--- src/rtl/if_fetch_stage.sv ---
// Instruction-fetch stage and IF/ID register: owns the PC, keeps at most one
// imem request in flight, and hands fetched instructions (or bubbles) to ID.
module if_fetch_stage #(
    parameter logic [31:0] RESET_PC  = 32'h0000_0000,
    parameter logic [31:0] NOP_INSTR = 32'h0000_0013
) (
    input  logic        clk,
    input  logic        rst_n,
    input  logic        PCWrite,
    input  logic        IF_ID_Write,
    input  logic        ex_BranchTaken,
    input  logic [31:0] ex_BranchTarget,
    output logic        imem_req,
    output logic [31:0] imem_addr,
    input  logic        imem_gnt,
    input  logic        imem_rvalid,
    input  logic [31:0] imem_rdata,
    output logic [31:0] id_PC,
    output logic [31:0] id_Instr,
    output logic        id_Valid
);
    localparam logic [2:0] S_BOOT = 3'd0;
    localparam logic [2:0] S_REQ  = 3'd1;
    localparam logic [2:0] S_WAIT = 3'd2;
    localparam logic [2:0] S_HOLD = 3'd3;
    localparam logic [2:0] S_DROP = 3'd4;

    typedef struct packed {
        logic [31:0] pc;
        logic [31:0] instr;
    } fetch_t;

    logic [2:0]  state, state_nxt;
    logic [31:0] pc, pc_nxt;
    fetch_t      hold_q, deliver_pkt;
    logic        hold_vld;
    logic        advance, deliver, capture;

    always_comb begin
        advance          = PCWrite & IF_ID_Write;
        deliver          = 1'b0;
        capture          = 1'b0;
        deliver_pkt.pc    = pc;
        deliver_pkt.instr = imem_rdata;
        state_nxt        = state;
        pc_nxt           = pc;

        case (state)
            S_BOOT: state_nxt = S_REQ;
            S_REQ:  if (imem_gnt) state_nxt = S_WAIT;
            S_WAIT: begin
                if (imem_rvalid) begin
                    if (advance) begin
                        deliver   = 1'b1;
                        state_nxt = S_REQ;
                    end else begin
                        capture   = 1'b1;
                        state_nxt = S_HOLD;
                    end
                end
            end
            S_HOLD: begin
                if (advance && hold_vld) begin
                    deliver     = 1'b1;
                    deliver_pkt = hold_q;
                    state_nxt   = S_REQ;
                end
            end
            S_DROP: if (imem_rvalid) state_nxt = S_REQ;
            default: state_nxt = S_BOOT;
        endcase

        if (deliver) pc_nxt = pc + 32'd4;

        // A redirect wins over everything; a response still in flight must be dropped.
        // If the dropped response lands in the same cycle, nothing is left outstanding.
        if (ex_BranchTaken) begin
            deliver = 1'b0;
            capture = 1'b0;
            pc_nxt  = ex_BranchTarget;
            case (state)
                S_REQ:   state_nxt = imem_gnt    ? S_DROP : S_REQ;
                S_WAIT:  state_nxt = imem_rvalid ? S_REQ  : S_DROP;
                S_DROP:  state_nxt = imem_rvalid ? S_REQ  : S_DROP;
                default: state_nxt = S_REQ;
            endcase
        end
    end

    always_ff @(posedge clk) begin
        if (!rst_n) begin
            state    <= S_BOOT;
            pc       <= RESET_PC;
            hold_q   <= '0;
            hold_vld <= 1'b0;
            id_PC    <= 32'd0;
            id_Instr <= NOP_INSTR;
            id_Valid <= 1'b0;
        end else begin
            state <= state_nxt;
            pc    <= pc_nxt;

            if (capture) begin
                hold_q.pc    <= pc;
                hold_q.instr <= imem_rdata;
                hold_vld     <= 1'b1;
            end else if (deliver || ex_BranchTaken) begin
                hold_vld <= 1'b0;
            end

            // Bubbles keep id_PC so ID always sees the PC of the last real slot.
            if (ex_BranchTaken) begin
                id_Instr <= NOP_INSTR;
                id_Valid <= 1'b0;
            end else if (advance) begin
                if (deliver) begin
                    id_PC    <= deliver_pkt.pc;
                    id_Instr <= deliver_pkt.instr;
                    id_Valid <= 1'b1;
                end else begin
                    id_Instr <= NOP_INSTR;
                    id_Valid <= 1'b0;
                end
            end
        end
    end

    assign imem_req  = (state == S_REQ);
    assign imem_addr = pc;

endmodule
--- config.mk ---
export PLATFORM = sky130hd
export DESIGN_NAME = if_fetch_stage
export DESIGN_NICKNAME = d
export VERILOG_FILES = /design/src/rtl/if_fetch_stage.sv
export SDC_FILE = /design/constraint.sdc
export NUM_CORES = 1
export LEC_CHECK = 0
export ABC_AREA = 1
export CAP_MARGIN = 0
export CORE_MARGIN = 5
export CORE_UTILIZATION = 51
export CTS_CLUSTER_DIAMETER = 40
export DETAILED_ROUTE_END_ITERATION = 10
export GPL_ROUTABILITY_DRIVEN = 0
export PLACE_DENSITY = 0.8
export SLEW_MARGIN = 20
export SYNTH_ARGS = -nofsm -noshare
export SYNTH_HDL_FRONTEND = slang
export SYNTH_SLANG_ARGS = --single-unit
--- constraint.sdc ---
create_clock -name clk -period 2.3 [get_ports clk]
set_clock_uncertainty 0.05 [all_clocks]
set_input_delay 0.23 -clock clk [delete_from_list [all_inputs] [get_ports clk]]
set_output_delay 0.23 -clock clk [all_outputs]
set_load 0.1 [all_outputs]
Word level (Yosys, flattened, before mapping)
Index checks and enable logic that the tools add are counted. Widths: inputs -> output; s select.

Bits in registers: 165. Input port bits: 71. Output and inout bits: 98. Word-level logic and storage cells: 56.

$add $sub $neg: 1. Eq/ne operators: 8. Muxes and demuxes: 27. Bitwise operators: 3. Reduce and logical (&&, ||, !) cells: 9.

Operators by type and width (number): $mux 64 (2); $mux 32 (3); $add 32x3->32 const B (1); $mux 3 (7); $pmux 3 s5 (1); $mux 1 (11); $ne 3x3->1 const B (3); $eq 3x2->1 const B (2); $pmux 3 s2 (1); $reduce_and 4->1 (1); $reduce_bool 2->1 (2); $reduce_or 2->1 (2); $eq 3x1->1 const B (1); $eq 3x3->1 const B (1); $logic_not 3->1 (1); $ne 3x2->1 const B (1); $reduce_and 3->1 (1); $mux 2 (1); $not 1->1 (2); $pmux 1 s2 (1); $and 1x1->1 (1); $logic_and 1x1->1 (1); $logic_or 1x1->1 (1).

Depth between registers and ports, before layout
Word-level depth: 8. Depth in mapped cells: 12. Gate-level depth less buffers: 11.

Least setup slack after synthesis
Ideal clock, no wire load.

Path kind: flip-flop to flip-flop. Start: register state[0]. End: register state[0]. Setup time: 0.113 ns. Arrival: 3.249 ns. Data required time: 2.137 ns. Slack: -1.112 ns. Stages on the path, launching flop included: 10. Path buffers: 0. Period minus slack after synthesis: 3.412 ns. Cell sequence: dfxtp_1 inv_1 nor3_1 nand2_1 o21ai_0 inv_1 a21oi_2 nand2_1 nand2_1 nor2_1.

Elaborated cells between the ends (all ways): 14. Those cells by class: eq/ne (8); mux (3); reduce/logical (3).

RTL lines: start: declaration (RTL line 33) `logic [2:0] state, state_nxt;`; start signal: assignment (RTL line 100) `state <= state_nxt;`; $eq 3x1->1 (*); named net imem_req (RTL line 13) `output logic imem_req,`; $pmux 3 s5 (tied with other cells) (RTL line 48) `case (state)`; $mux 3 or $reduce_and 4->1 (tied branches).

The timed path passes the listed nets; every way through them passes the cells marked *. A chain may end at the register's enable or synchronous reset.

Worst setup path after layout
Start: register pc[2] (netlist: imem_addr[2]). End: register pc[20] (netlist: imem_addr[20]).

Word-level cells in the longest chain between the ends: 3.

Ends and longest elaborated chain: start: declaration (RTL line 34) `logic [31:0] pc, pc_nxt;`; start signal: assignment (RTL line 101) `pc <= pc_nxt;`; $add 32x3->32 (RTL line 73) `if (deliver) pc_nxt = pc + 32'd4;`; $mux 32 (RTL line 73); $mux 32 (RTL line 77) `if (ex_BranchTaken) begin`.

Every way passes these cells. The select of a mux whose other input is x is not followed.

==> qor.csv <==
stage;metric;value;unit
cells_and_area;fillers;1320;
worst_setup_path;cp_cell_sequence;ha_1, nand3_1, nor2_1, nand2_1, nor2_2, nand2_1, nand2_1, nand3_1, a21oi_1;
worst_setup_path;cp-end-kind;flip-flop;
routing;route.detailed.drc;0;
logic_synthesis;yosysSeqAreaShare;43.76;%
logic_synthesis;synth_top_family_by_area;simple AND/OR/NAND/NOR gates;
pwr;pwr-share-seq;44.4;%
logic_synthesis;syn_area;7548;um^2
logic_synthesis;synth.net_count;1189;
logic_synthesis;ys.flop_type;dfxtp_1;
place;place_inst;1424;
sta;worst_slew_pin_slew;0.3935;ns
pwr;p_per_area;692.3;nW/um^2
logic_synthesis;synth_cell_type_count;33;
routing;drt_iter0_drc;618;
clock_tree;cts_tree;yes;
global_routing;antenna_found_initial;0;
floorplan;fp.coreArea;14530;um^2
place;hpwl;14200;um
routing;routedWlPerCell;14.32;um
worst_setup_path;path_class;flip-flop to flip-flop;
routing;drtAntennaViolNets;0;
global_routing;first_global_vias;6698;
floorplan;rows;44;
logic_synthesis;yosys_register_bits;165;
pwr;p_sw;0.001811;W
sta;fmax;490.8;MHz
outcome;outcome;finished clean;
cells_and_area;diodes;0;
place;place_area;9134;um^2
floorplan;die_y;131.7;um
logic_synthesis;syn-instance-count;1117;
global_routing;grt_start_max_net_pins;105;
logic_synthesis;synthArstFlopShare;0;%
sta;hold_viol;0;
clock_tree;cts_resized;0;
logic_synthesis;synth-adder-area-share;0.1658;%
routing;first_pass_iters;7;
pwr;p_int;0.004926;W
sta;period_share;88.59;%
cells_and_area;nets;1331;
sta;maxSlewHeadroom;73.77;%
clock_tree;hold_buffers;0;
floorplan;io_pins;169;
pwr;netSwitchingFraction;26.88;%
logic_synthesis;yosys.area_share.simple;23.02;%
clock_tree;cts_sinks;165;
logic_synthesis;avgSynthCellArea;6.758;um^2
worst_setup_path;cp-start-kind;flip-flop;
worst_setup_path;crit_arrival;2.34;ns
worst_hold_path;holdPathStages;4;
sta;drv_slew;0;
pwr;pwr-share-clk;43.0;%
worst_setup_path;max_stage_delay;0.41;ns
clock_tree;htreeDepth;4;
sta;setup_violations;0;
cells_and_area;post-route-util;66.95;%
cells_and_area;final_cell_area;9731;um^2
floorplan;die_w;131.7;um
logic_synthesis;synthMuxAreaShare;0;%
cells_and_area;area_growth;28.91;%
worst_setup_path;required;2.60;ns
flow_run;max_cap_violations;0;
cells_and_area;drive_gt1_share;13.22;%
clock_tree;path_clk_slew;0.06;ns
place;port_buffers;168;
worst_setup_path;crit_path_top_delay_cell;dfxtp_2;
global_routing;track_usage;23.48;%
floorplan;die_area;17330;um^2
clock_tree;clk_latency;0.43;ns
clock_tree;cts_buffer_depth;2;
logic_synthesis;yosysWarnings;0;
logic_synthesis;synth-compound-area-share;21.78;%
routing;wl;20840;um
routing;via_per_inst;5.153;
sta;tns;0;ns
sta;period_minus_slack;2.038;ns
global_routing;grt_pass1_wl;34040;um
worst_setup_path;cp_max_fo;7;
clock_tree;post-cts-setup-buffers;0;
logic_synthesis;synth_xor_area_share;1.276;%
logic_synthesis;synth_edf_count;0;
clock_tree;cts_buffers;17;
worst_setup_path;cp_common_cell;nand2_1;
global_routing;gr-total-overflow;0;
place;preCtsSetupSlack;0.2231;ns
worst_hold_path;hp-class;primary input to flip-flop;
floorplan;start_util;51.94;%
pwr;combPwrFrac;12.6;%
pwr;leakage;3.819;nW
sta;grt_setup_unrepaired;no;
pwr;peakVddDrop;0.5019;mV
routing;vias;7497;
sta;setup_ws;0.2624;ns
cells_and_area;instances_no_fill;1455;
clock_tree;ctsRootBufferMaster;clkbuf_16;
worst_setup_path;reg2regPathDepth;9;
==> power by group through the flow <==
| stage | sequential [W] | clock [W] | combinational [W] |
|---|---|---|---|
| floorplan | 0.00330 | 0 | 0.000305 |
| global placement | 0.00305 | 0 | 0.000833 |
| detailed placement | 0.00305 | 0 | 0.000842 |
| CTS | 0.00299 | 0.00293 | 0.000847 |
| global route | 0.00300 | 0.00305 | 0.000914 |
| finish | 0.00299 | 0.00290 | 0.000847 |
==> per-stage QoR <==
| stage | power [W] | hold WS, ns |
|---|---|---|
| floorplan | 0.003601 | 0.3149 |
| global placement | 0.003886 | 0.3821 |
| detailed placement | 0.003897 | 0.3868 |
| CTS | 0.006773 | 0.1185 |
| global route | 0.006967 | 0.1416 |
| finish | 0.006737 | 0.1298 |
==> routing by layer <==
layer	GRT usage, %	vias to the layer above	wire [um]
met2	37.78	217	9710
met1	31.46	3387	9570
met5	0	-	0
met4	7.943	0	338
li1	-	3871	-
met3	4.931	22	1215
==> cells in the mapped netlist, types with 2 or more instances <==
| cell | n | share of area, % |
|---|---|---|
| nand3b_1 | 4 | 0.40 |
| o22ai_1 | 3 | 0.25 |
| nand2_1 | 257 | 13 |
| buf_6 | 5 | 0.75 |
| nor2_2 | 2 | 0.17 |
| clkinv_1 | 2 | 0.099 |
| nand4_1 | 2 | 0.17 |
| inv_1 | 111 | 5.5 |
| dfxtp_1 | 165 | 44 |
| buf_4 | 3 | 0.30 |
| a211oi_1 | 2 | 0.20 |
| nand2_2 | 3 | 0.25 |
| buf_2 | 13 | 0.86 |
| nand3_2 | 2 | 0.27 |
| xnor2_1 | 4 | 0.46 |
| a31oi_1 | 4 | 0.33 |
| nor3_1 | 4 | 0.27 |
| a21oi_1 | 121 | 8.0 |
| o21ai_0 | 191 | 13 |
| nand3_1 | 30 | 2.0 |
| xor2_1 | 7 | 0.81 |
| nor2_1 | 128 | 6.4 |
| clkbuf_1 | 44 | 2.2 |
==> cells in the final DEF, fill, tap and decap left out, drive strengths merged <==
master,count
clkdlybuf4s50,69
bufinv,3
nand3,32
or2,1
dfxtp,165
a21oi,122
o211ai,1
clkinv,7
nor2,131
xnor2,4
a211oi,2
nand4,2
xor2,7
nand3b,4
o21bai,1
clkinvlp,3
clkbuf,19
a31oi,4
o21ai,191
nor3,4
buf,121
inv,113
ha,1
o22ai,3
nand2,261
==> critical path: cells and delay by family (launching register included) <==
| kind | cells | cell delay [ns] |
|---|---|---|
| and+or+nand+nor | 7 | 1.10 |
| DFF | 1 | 0.41 |
| adders and majority gates | 1 | 0.23 |
| AOI/OAI and AO/OA | 1 | 0.16 |
==> flip-flops by register name, summed over array words and instances (netlist names) <==
| name | flops |
|---|---|
| hold_q | 64 |
| hold_vld | 1 |
| id_Instr | 32 |
| id_PC | 32 |
| id_Valid | 1 |
| imem_addr | 32 |
| state | 3 |
==> layout make-up <==
cell class,count,area [um^2],share of cell area [%]
clock buffers,19,442.9,4.552
well taps,184,230.2,2.366
flip-flops and latches,165,3307,33.98
inverters,114,427.9,4.398
clock inverters,12,153.9,1.582
multi-input cells,771,3510,36.07
repair buffers,190,1659,17.05
==> cell families after synthesis <==
| logic type | count (synthesis) |
|---|---|
| adder cells (fa/ha/maj) | 1 |
| buffers and inverters | 181 |
| XOR/XNOR | 11 |
| AND/OR/NAND/NOR | 435 |
| flip-flops | 165 |
| AO/OA/AOI/OAI | 324 |
==> worst paths after layout <==
kind | to | slack, ns | from
max | imem_addr[20] | 0.26 | imem_addr[2]
min | id_Instr[4] | 0.13 | rst_n
max reg2reg | imem_addr[20] | 0.26 | imem_addr[2]
min reg2reg | hold_q[22] | 0.39 | hold_q[22]
Note: power is estimated with default switching activity, not from simulation.
